## config.mk

```make
export PLATFORM = sky130hd
export DESIGN_NAME = div_ratio_monitor_flat
export DESIGN_NICKNAME = d
export VERILOG_FILES = /design/src/rtl/div_pkg.sv /design/src/rtl/div_ratio_monitor_if.sv /design/src/rtl/edge_det.sv /design/src/rtl/div_ratio_monitor.sv /design/src/flat_wrapper.sv
export SDC_FILE = /design/constraint.sdc
export NUM_CORES = 1
export LEC_CHECK = 0
export ABC_CLOCK_PERIOD_IN_PS = 6000
export CAP_MARGIN = 20
export CORE_UTILIZATION = 47
export DETAILED_ROUTE_END_ITERATION = 7
export GPL_ROUTABILITY_DRIVEN = 0
export PLACE_DENSITY = 0.66
export SLEW_MARGIN = 20
export SYNTH_ARGS = -nofsm -noshare
export SYNTH_HDL_FRONTEND = slang
export SYNTH_HIERARCHICAL = 1
export SYNTH_SLANG_ARGS = --single-unit
```

## constraint.sdc

```tcl
create_clock -name clk -period 6 [get_ports clk]
set_input_delay 1.8 -clock clk [delete_from_list [all_inputs] [get_ports clk]]
set_output_delay 1.8 -clock clk [all_outputs]
set_load 0.02 [all_outputs]
```

## src/rtl/div_pkg.sv

```systemverilog
// Shared types and helpers for divided-clock monitors.
package div_pkg;

    typedef enum logic [1:0] {
        IDLE  = 2'd0,
        ARM   = 2'd1,
        TRACK = 2'd2
    } mon_state_e;

    // Absolute difference without wrap: larger minus smaller.
    function automatic logic [31:0] abs_diff(input logic [31:0] a, input logic [31:0] b);
        return (a >= b) ? (a - b) : (b - a);
    endfunction

endpackage

```

## src/rtl/div_ratio_monitor_if.sv

```systemverilog
// Stimulus/status bundle between a divider under test and its ratio monitor.
interface div_ratio_monitor_if #(
    parameter int unsigned CNT_W = 8,
    parameter int unsigned ERR_W = 8
);
    logic             div_in;
    logic             err_clr;
    logic [CNT_W-1:0] period;
    logic [CNT_W-1:0] high_time;
    logic             meas_valid;
    logic             locked;
    logic             err;
    logic [ERR_W-1:0] err_count;
    logic             timeout;

    modport master (
        output div_in, err_clr,
        input  period, high_time, meas_valid, locked, err, err_count, timeout
    );

    modport slave (
        input  div_in, err_clr,
        output period, high_time, meas_valid, locked, err, err_count, timeout
    );
endinterface

```

## src/rtl/edge_det.sv

```systemverilog
// Registers the previous sample and flags rising/falling edges of a clk-synchronous signal.
module edge_det (
    input  logic clk,
    input  logic rst_n,
    input  logic sig,
    output logic rise_c,
    output logic fall_c
);
    logic prev_q;
    logic prev_d;

    always_comb begin
        prev_d = sig;
    end

    always_ff @(posedge clk) begin
        if (!rst_n) prev_q <= 1'b0;
        else        prev_q <= prev_d;
    end

    assign rise_c = sig & ~prev_q;
    assign fall_c = ~sig & prev_q;
endmodule

```

## src/rtl/div_ratio_monitor.sv

```systemverilog
// Measures period and high time of a divided clock, checks them against expected
// values within a tolerance, and reports lock, sticky error and timeout status.
module div_ratio_monitor
    import div_pkg::*;
#(
    parameter int unsigned CNT_W      = 8,
    parameter int unsigned EXP_PERIOD = 9,
    parameter int unsigned EXP_HIGH   = 5,
    parameter int unsigned TOL        = 1,
    parameter int unsigned LOCK_COUNT = 4,
    parameter int unsigned ERR_W      = 8
) (
    input  logic                clk,
    input  logic                rst_n,
    div_ratio_monitor_if.slave  mon
);
    localparam int unsigned      GR_W    = $clog2(LOCK_COUNT + 1);
    localparam logic [CNT_W-1:0] CNT_MAX = '1;
    localparam logic [ERR_W-1:0] ERR_MAX = '1;
    localparam logic [GR_W-1:0]  GR_LOCK = GR_W'(LOCK_COUNT);

    logic rise_c;
    logic unused_fall_c;

    edge_det u_edge_det (
        .clk    (clk),
        .rst_n  (rst_n),
        .sig    (mon.div_in),
        .rise_c (rise_c),
        .fall_c (unused_fall_c)
    );

    mon_state_e       state_q, state_d;
    logic [CNT_W-1:0] per_cnt_q, per_cnt_d;
    logic [CNT_W-1:0] hi_cnt_q, hi_cnt_d;
    logic [CNT_W-1:0] period_q, period_d;
    logic [CNT_W-1:0] high_time_q, high_time_d;
    logic [GR_W-1:0]  good_run_q, good_run_d;
    logic [ERR_W-1:0] err_count_q, err_count_d;
    logic             meas_valid_q, meas_valid_d;
    logic             locked_q, locked_d;
    logic             err_q, err_d;
    logic             timeout_q, timeout_d;
    logic             good_c;
    logic             bad_c;

    assign good_c = (abs_diff(32'(per_cnt_q), 32'(EXP_PERIOD)) <= 32'(TOL)) &&
                    (abs_diff(32'(hi_cnt_q),  32'(EXP_HIGH))   <= 32'(TOL));

    // Next-state, counters and status; bad events are applied last so they win over err_clr.
    always_comb begin
        state_d      = state_q;
        per_cnt_d    = per_cnt_q;
        hi_cnt_d     = hi_cnt_q;
        period_d     = period_q;
        high_time_d  = high_time_q;
        good_run_d   = good_run_q;
        err_count_d  = err_count_q;
        meas_valid_d = 1'b0;
        locked_d     = locked_q;
        err_d        = err_q;
        timeout_d    = 1'b0;
        bad_c        = 1'b0;

        if (mon.err_clr) begin
            err_d       = 1'b0;
            err_count_d = '0;
        end

        case (state_q)
            IDLE: begin
                if (rise_c) begin
                    state_d   = ARM;
                    per_cnt_d = CNT_W'(1);
                    hi_cnt_d  = CNT_W'(1);
                end
            end
            ARM, TRACK: begin
                if (rise_c) begin
                    state_d      = TRACK;
                    per_cnt_d    = CNT_W'(1);
                    hi_cnt_d     = CNT_W'(1);
                    period_d     = per_cnt_q;
                    high_time_d  = hi_cnt_q;
                    meas_valid_d = 1'b1;
                    if (good_c) begin
                        if (good_run_q != GR_LOCK) good_run_d = good_run_q + GR_W'(1);
                        if (good_run_d == GR_LOCK) locked_d = 1'b1;
                    end else begin
                        bad_c = 1'b1;
                    end
                end else if (per_cnt_q == CNT_MAX) begin
                    state_d   = IDLE;
                    per_cnt_d = '0;
                    hi_cnt_d  = '0;
                    timeout_d = 1'b1;
                    bad_c     = 1'b1;
                end else begin
                    per_cnt_d = per_cnt_q + CNT_W'(1);
                    if (mon.div_in) hi_cnt_d = hi_cnt_q + CNT_W'(1);
                end
            end
            default: state_d = IDLE;
        endcase

        if (bad_c) begin
            good_run_d = '0;
            locked_d   = 1'b0;
            err_d      = 1'b1;
            if (err_count_d != ERR_MAX) err_count_d = err_count_d + ERR_W'(1);
        end
    end

    always_ff @(posedge clk) begin
        if (!rst_n) begin
            state_q      <= IDLE;
            per_cnt_q    <= '0;
            hi_cnt_q     <= '0;
            period_q     <= '0;
            high_time_q  <= '0;
            good_run_q   <= '0;
            err_count_q  <= '0;
            meas_valid_q <= 1'b0;
            locked_q     <= 1'b0;
            err_q        <= 1'b0;
            timeout_q    <= 1'b0;
        end else begin
            state_q      <= state_d;
            per_cnt_q    <= per_cnt_d;
            hi_cnt_q     <= hi_cnt_d;
            period_q     <= period_d;
            high_time_q  <= high_time_d;
            good_run_q   <= good_run_d;
            err_count_q  <= err_count_d;
            meas_valid_q <= meas_valid_d;
            locked_q     <= locked_d;
            err_q        <= err_d;
            timeout_q    <= timeout_d;
        end
    end

    assign mon.period     = period_q;
    assign mon.high_time  = high_time_q;
    assign mon.meas_valid = meas_valid_q;
    assign mon.locked     = locked_q;
    assign mon.err        = err_q;
    assign mon.err_count  = err_count_q;
    assign mon.timeout    = timeout_q;
endmodule

```

## src/flat_wrapper.sv

```systemverilog
// flat-port wrapper written by rule: the top's interface ports become plain ports
module div_ratio_monitor_flat import div_pkg::*;
#(
    parameter int unsigned CNT_W      = 8,
    parameter int unsigned EXP_PERIOD = 9,
    parameter int unsigned EXP_HIGH   = 5,
    parameter int unsigned TOL        = 1,
    parameter int unsigned LOCK_COUNT = 4,
    parameter int unsigned ERR_W      = 8
)
  (clk, rst_n, mon_div_in, mon_err_clr, mon_period, mon_high_time, mon_meas_valid, mon_locked, mon_err, mon_err_count, mon_timeout);
  div_ratio_monitor_if #(.CNT_W(CNT_W), .ERR_W(ERR_W)) mon_i ();
  input  logic clk;
  input  logic rst_n;
  input wire logic [$bits(mon_i.div_in)-1:0] mon_div_in;
  input wire logic [$bits(mon_i.err_clr)-1:0] mon_err_clr;
  output wire logic [$bits(mon_i.period)-1:0] mon_period;
  output wire logic [$bits(mon_i.high_time)-1:0] mon_high_time;
  output wire logic [$bits(mon_i.meas_valid)-1:0] mon_meas_valid;
  output wire logic [$bits(mon_i.locked)-1:0] mon_locked;
  output wire logic [$bits(mon_i.err)-1:0] mon_err;
  output wire logic [$bits(mon_i.err_count)-1:0] mon_err_count;
  output wire logic [$bits(mon_i.timeout)-1:0] mon_timeout;
  assign mon_i.div_in = mon_div_in;
  assign mon_i.err_clr = mon_err_clr;
  assign mon_period = mon_i.period;
  assign mon_high_time = mon_i.high_time;
  assign mon_meas_valid = mon_i.meas_valid;
  assign mon_locked = mon_i.locked;
  assign mon_err = mon_i.err;
  assign mon_err_count = mon_i.err_count;
  assign mon_timeout = mon_i.timeout;
  div_ratio_monitor #(.CNT_W(CNT_W), .EXP_PERIOD(EXP_PERIOD), .EXP_HIGH(EXP_HIGH), .TOL(TOL), .LOCK_COUNT(LOCK_COUNT), .ERR_W(ERR_W)) u_core (.clk(clk), .rst_n(rst_n), .mon(mon_i));
endmodule
```

# Yosys cells after proc, flatten, opt, wreduce, memory -nomap -nowiden

Index checks and enable logic that the tools add are counted.

Bitwise operators: 4
Add/sub/neg operators: 8
Eq/ne operators: 9
$mul: 0
Div/mod/pow operators: 0
Muxes and demuxes: 28
Shift operators: 0
Magnitude comparators: 4
Reductions and logical operators: 14

Operators by type and width:

| kind                                                                                 | count |
|---|---|
| 8-bit two-way mux                                                                    | 9 |
| 32-bit by 1-bit less-or-equal comparator with 1-bit output (second input constant)   | 2 |
| 32-bit two-way mux                                                                   | 2 |
| 8-bit one-hot mux with 2 select lines                                                | 2 |
| 8-bit by 1-bit adder with 8-bit output (second input constant)                       | 3 |
| 3-bit two-way mux                                                                    | 4 |
| 3-bit by 8-bit subtractor with 9-bit output (first input constant)                   | 1 |
| 4-bit by 8-bit subtractor with 9-bit output (first input constant)                   | 1 |
| 8-bit by 3-bit subtractor with 9-bit output (second input constant)                  | 1 |
| 8-bit by 4-bit subtractor with 9-bit output (second input constant)                  | 1 |
| 8-bit == test (second input constant)                                                | 1 |
| 8-bit by 3-bit greater-or-equal comparator with 1-bit output (second input constant) | 1 |
| 8-bit by 4-bit greater-or-equal comparator with 1-bit output (second input constant) | 1 |
| 8-bit != test (second input constant)                                                | 1 |
| 2-bit AND reduction                                                                  | 4 |
| 1-bit two-way mux                                                                    | 7 |
| 2-bit two-way mux                                                                    | 3 |
| 3-bit AND reduction                                                                  | 2 |
| 4-bit by 2-bit != test with 1-bit output (second input constant)                     | 1 |
| 2-bit one-hot mux with 2 select lines                                                | 1 |
| 4-bit AND reduction                                                                  | 1 |
| 2-bit nonzero test                                                                   | 2 |
| 2-bit OR reduction                                                                   | 2 |
| 3-bit by 1-bit adder with 3-bit output (second input constant)                       | 1 |
| other kinds (11)                                                                     | 13 |

Flip-flop bits (word level): 50
Bits in latches: 0
Logic and storage cells: 79
Memory bits (writable): 0
Memories kept: 0
ROM bits: 0

# Depth between registers and ports, before layout

Depth in word-level cells: 9
Gate-level depth with buffers: 11
Mapped depth without buffers: 9

# Hierarchy

The synthesis kept the hierarchy.

Modules (own cells, without submodules):

| module            | cells each | area an instance (um2) | times used |
|---|---|---|---|
| div_ratio_monitor | 369        | 3,040.4                | 1 |
| edge_det          | 4          | 38.8                   | 1 |

# Worst setup path before layout

Ideal clock, no wire load.

Path type: input to register
From: in mon_div_in
To: reg u_core.err_count_q[4] (netlist: u_core/mon.err_count[4])
Setup slack: 2.018 ns
Library setup time: 0.119 ns
Arrival: 3.864 ns
Buffers on the path: 0
Cell stages on the path: 8
Cells stage by stage: nor2b_1 > or3b_1 > a31oi_1 > o221a_2 > nand4_2 > or4_4 > and3_1 > o221a_1

Longest elaborated chain between the ends: 4

RTL lines:

| item                 | line                     | RTL |
|---|---|---|
| start, declared      | flat_wrapper.sv:15       | `input wire logic [$bits(mon_i.div_in)-1:0] mon_div_in;` |
| 1-bit AND            | edge_det.sv:21           | `assign rise_c = sig & ~prev_q;` |
| 1-bit two-way mux    | div_ratio_monitor.sv:79  | `if (rise_c) begin` |
| 1-bit two-way mux    | div_ratio_monitor.sv:70  | `case (state_q)` |
| 8-bit two-way mux    | div_ratio_monitor.sv:106 | `if (bad_c) begin` |
| end signal, assigned | div_ratio_monitor.sv:134 | `err_count_q <= err_count_d;` |
| end, declared        | div_ratio_monitor.sv:39  | `logic [ERR_W-1:0] err_count_q, err_count_d;` |

Every way passes these cells.
A chain may end at the register's enable or synchronous reset.

# Final worst setup path

From: in mon_div_in
To: reg u_core.err_count_q[4] (netlist: u_core/mon.err_count[4])

Longest elaborated chain between the ends: 4

RTL lines:

| item              | line                     | RTL |
|---|---|---|
| 1-bit AND         | edge_det.sv:21           |  |
| net u_core.rise_c | div_ratio_monitor.sv:22  | `logic rise_c;` |
| 1-bit two-way mux | div_ratio_monitor.sv:79  |  |
| 1-bit two-way mux | div_ratio_monitor.sv:70  |  |
| 8-bit two-way mux | div_ratio_monitor.sv:106 |  |

The timed path passes the listed nets, and every way through them passes these cells.

==> reports/qor.yml <==
drt:
  routed_wl_um: 7260
  vias: 2714
  firstDrtPassIters: 5
  highest_layer: "met4"
  ant_nets: 0
  vias_per_cell: 5.79
  wl_per_cell_um: 15.5
  met3_length_um: 329
  met1Wirelength_um: 3410
  wl_met2_um: 3420
  drtIter0Drc: 173
  drc_errors: 0
final_layout:
  layout.nets: 414
  antenna_cells: 0
  multi_input_area_um2: 1900
  fill_cells: 619
  drive_above_1_share: 0.0765
  final-seq-area_um2: 1000
  area_growth_pct: 13.7
worst_setup_path:
  worstReg2RegStart: "u_core/hi_cnt_q[1]$_SDFFE_PN0P_"
  cp.required_ps: 6200
  crit_start: "mon_div_in"
  cp-start-kind: "primary input"
  cp.arrival_ps: 4670
  crit_path_end_kind: "flip-flop"
  path_max_fanout: 8
  path_class: "in -> reg"
min_path:
  hp-class: "reg -> reg"
  hp-start: "u_core/mon.high_time[1]$_SDFFE_PN0P_"
clocking:
  clk_pin_slew_ps: 100
  post-cts-setup-buffer-count: 0
  htreeDepth: 2
  cts.sinks: 50
  cts-hold-fix-buffers: 0
  cts_tree: "yes"
  cts_root_buf: "clkbuf_8"
  clockBufferDepth: 2
  cts-resized-gates: 0
  clk_latency_ps: 310
  numCtsBuffers: 5
sta:
  setup_tns_ps: 0
  finClkSkew_ps: 10.4
  rsz0062_at_grt: "false"
  finalCriticalPeriod_ps: 4460
  maxSlewViolCount: 0
  hold_viol: 0
  relSlewSlack: 0.542
  max_slew.worst_pin.slew_ps: 686
  fmax_mhz: 224
  fin_crit_sh: 0.744
  finalSetupViolations: 0
  setup_slack_ps: 1540
global_route:
  grt_max_degree: 38
  antenna_found_initial: 0
  grt-ovfl-total: 0
  track_usage: 0.221
  grt_pass1_wl_um: 12500
  first_global_vias: 2575
synthesis:
  syn_area_per_cell_um2: 8.26
  ys_warn_count: 6
  syn_area_um2: 3070
  syn_inst: 372
  synth_fp_nets: 395
power:
  switching_share: 0.277
  pwr-share-seq: 0.506
  powerDensity_nw_per_um2: 196
  ir_drop_mv: 0.162
  switching_power_uw: 189
  power_frac_comb: 0.135
  p_leak_nw: 1.27
  power.internal_uw: 495
  clkPwrFrac: 0.359
floorplanning:
  initial_core_util: 0.487
  rows: 29
  dieArea_um2: 6870
  core_area_um2: 6310
  die-height_um: 82.9
  io_pins: 32
  die_w_um: 82.9
placed_design:
  post-dp-hpwl_um: 5160
  port_buffers: 31
  pre_cts_ws_ps: 1250
outcome:
  run_status: "finished, final reports clean"
job:
  drv_cap: 0
-- through the flow --
step | total power, mW | cells | util | hold slack [ps] | cell area (µm²)
3_3_place_gp | 0.444 | 461 | 0.536 | 458 | 3380
5_1_grt | 0.718 | 469 | 0.554 | 494 | 3490
2_1_floorplan | 0.419 | 372 | - | 488 | 3070
3_5_place_dp | 0.444 | 461 | 0.535 | 460 | 3380
6_report | 0.684 | 469 | 0.554 | 472 | 3490
4_1_cts | 0.687 | 469 | 0.553 | 475 | 3490
-- power by group through the flow --
| stage | sequential, mW | combinational, mW | clock (mW) |
|---|---|---|---|
| after floorplan | 0.351 | 0.0681 | 0 |
| after global placement | 0.354 | 0.0901 | 0 |
| after detailed placement | 0.354 | 0.0901 | 0 |
| after CTS | 0.346 | 0.0913 | 0.250 |
| after global routing | 0.348 | 0.104 | 0.267 |
| final | 0.346 | 0.0922 | 0.246 |
-- layout make-up --
| cell class | count | share of cell area |
|---|---|---|
| Clock inverter | 3 | 0.0125 |
| Inverter | 18 | 0.0193 |
| Timing Repair Buffer | 32 | 0.0895 |
| Sequential cell | 50 | 0.286 |
| Clock buffer | 5 | 0.0197 |
| Tap cell | 77 | 0.0276 |
| Multi-Input combinational cell | 284 | 0.545 |
-- worst paths after layout --
path | end | slack, ps | cells past startpoint
setup / recovery | u_core/mon.err_count[4]$_SDFF_PN0_ | 1540 | 9
hold / removal | u_core/mon.high_time[1]$_SDFFE_PN0P_ | 470 | 2
setup reg to reg | u_core/mon.err_count[4]$_SDFF_PN0_ | 2960 | 9
hold reg to reg | u_core/mon.high_time[1]$_SDFFE_PN0P_ | 470 | 2
-- worst max-delay path: stages --
cell and delay, ps:
clkdlybuf4s50_1 530, nor2b_1 440, or3b_1 400, a31oi_1 200, o221a_2 220, nand4_2 140, or4_4 520, and3_1 180
o221a_1 240
-- registers in the layout (all words and copies together), names as in the netlist, 2 cells and up --
signal                flops
u_core/good_run_q         3
u_core/mon.period         8
u_core/mon.high_time      8
u_core/hi_cnt_q           8
u_core/mon.err_count      8
u_core/per_cnt_q          8
u_core/state_q            2
-- metal layers --
metal	track usage	vias up
met5	0	-
li1	-	1344
met3	0.0358	14
met2	0.370	68
met1	0.296	1288
met4	0.0580	0
-- cell usage in the layout (no fill, tap or decap), types with 6 or more instances in the layout --
master and n:
clkdlybuf4s50_1 30, inv_1 18, a21oi_1 10, and3_1 12
dfxtp_1 50, a21boi_0 18, nor3_1 6, nand4_1 9
nand3_1 13, and2_1 6, nor2b_1 12, o21ai_0 13
xor2_1 7, nor2_1 31, nand2_1 52, ha_1 19
xnor2_1 6
(Power assumes the default switching activity.)
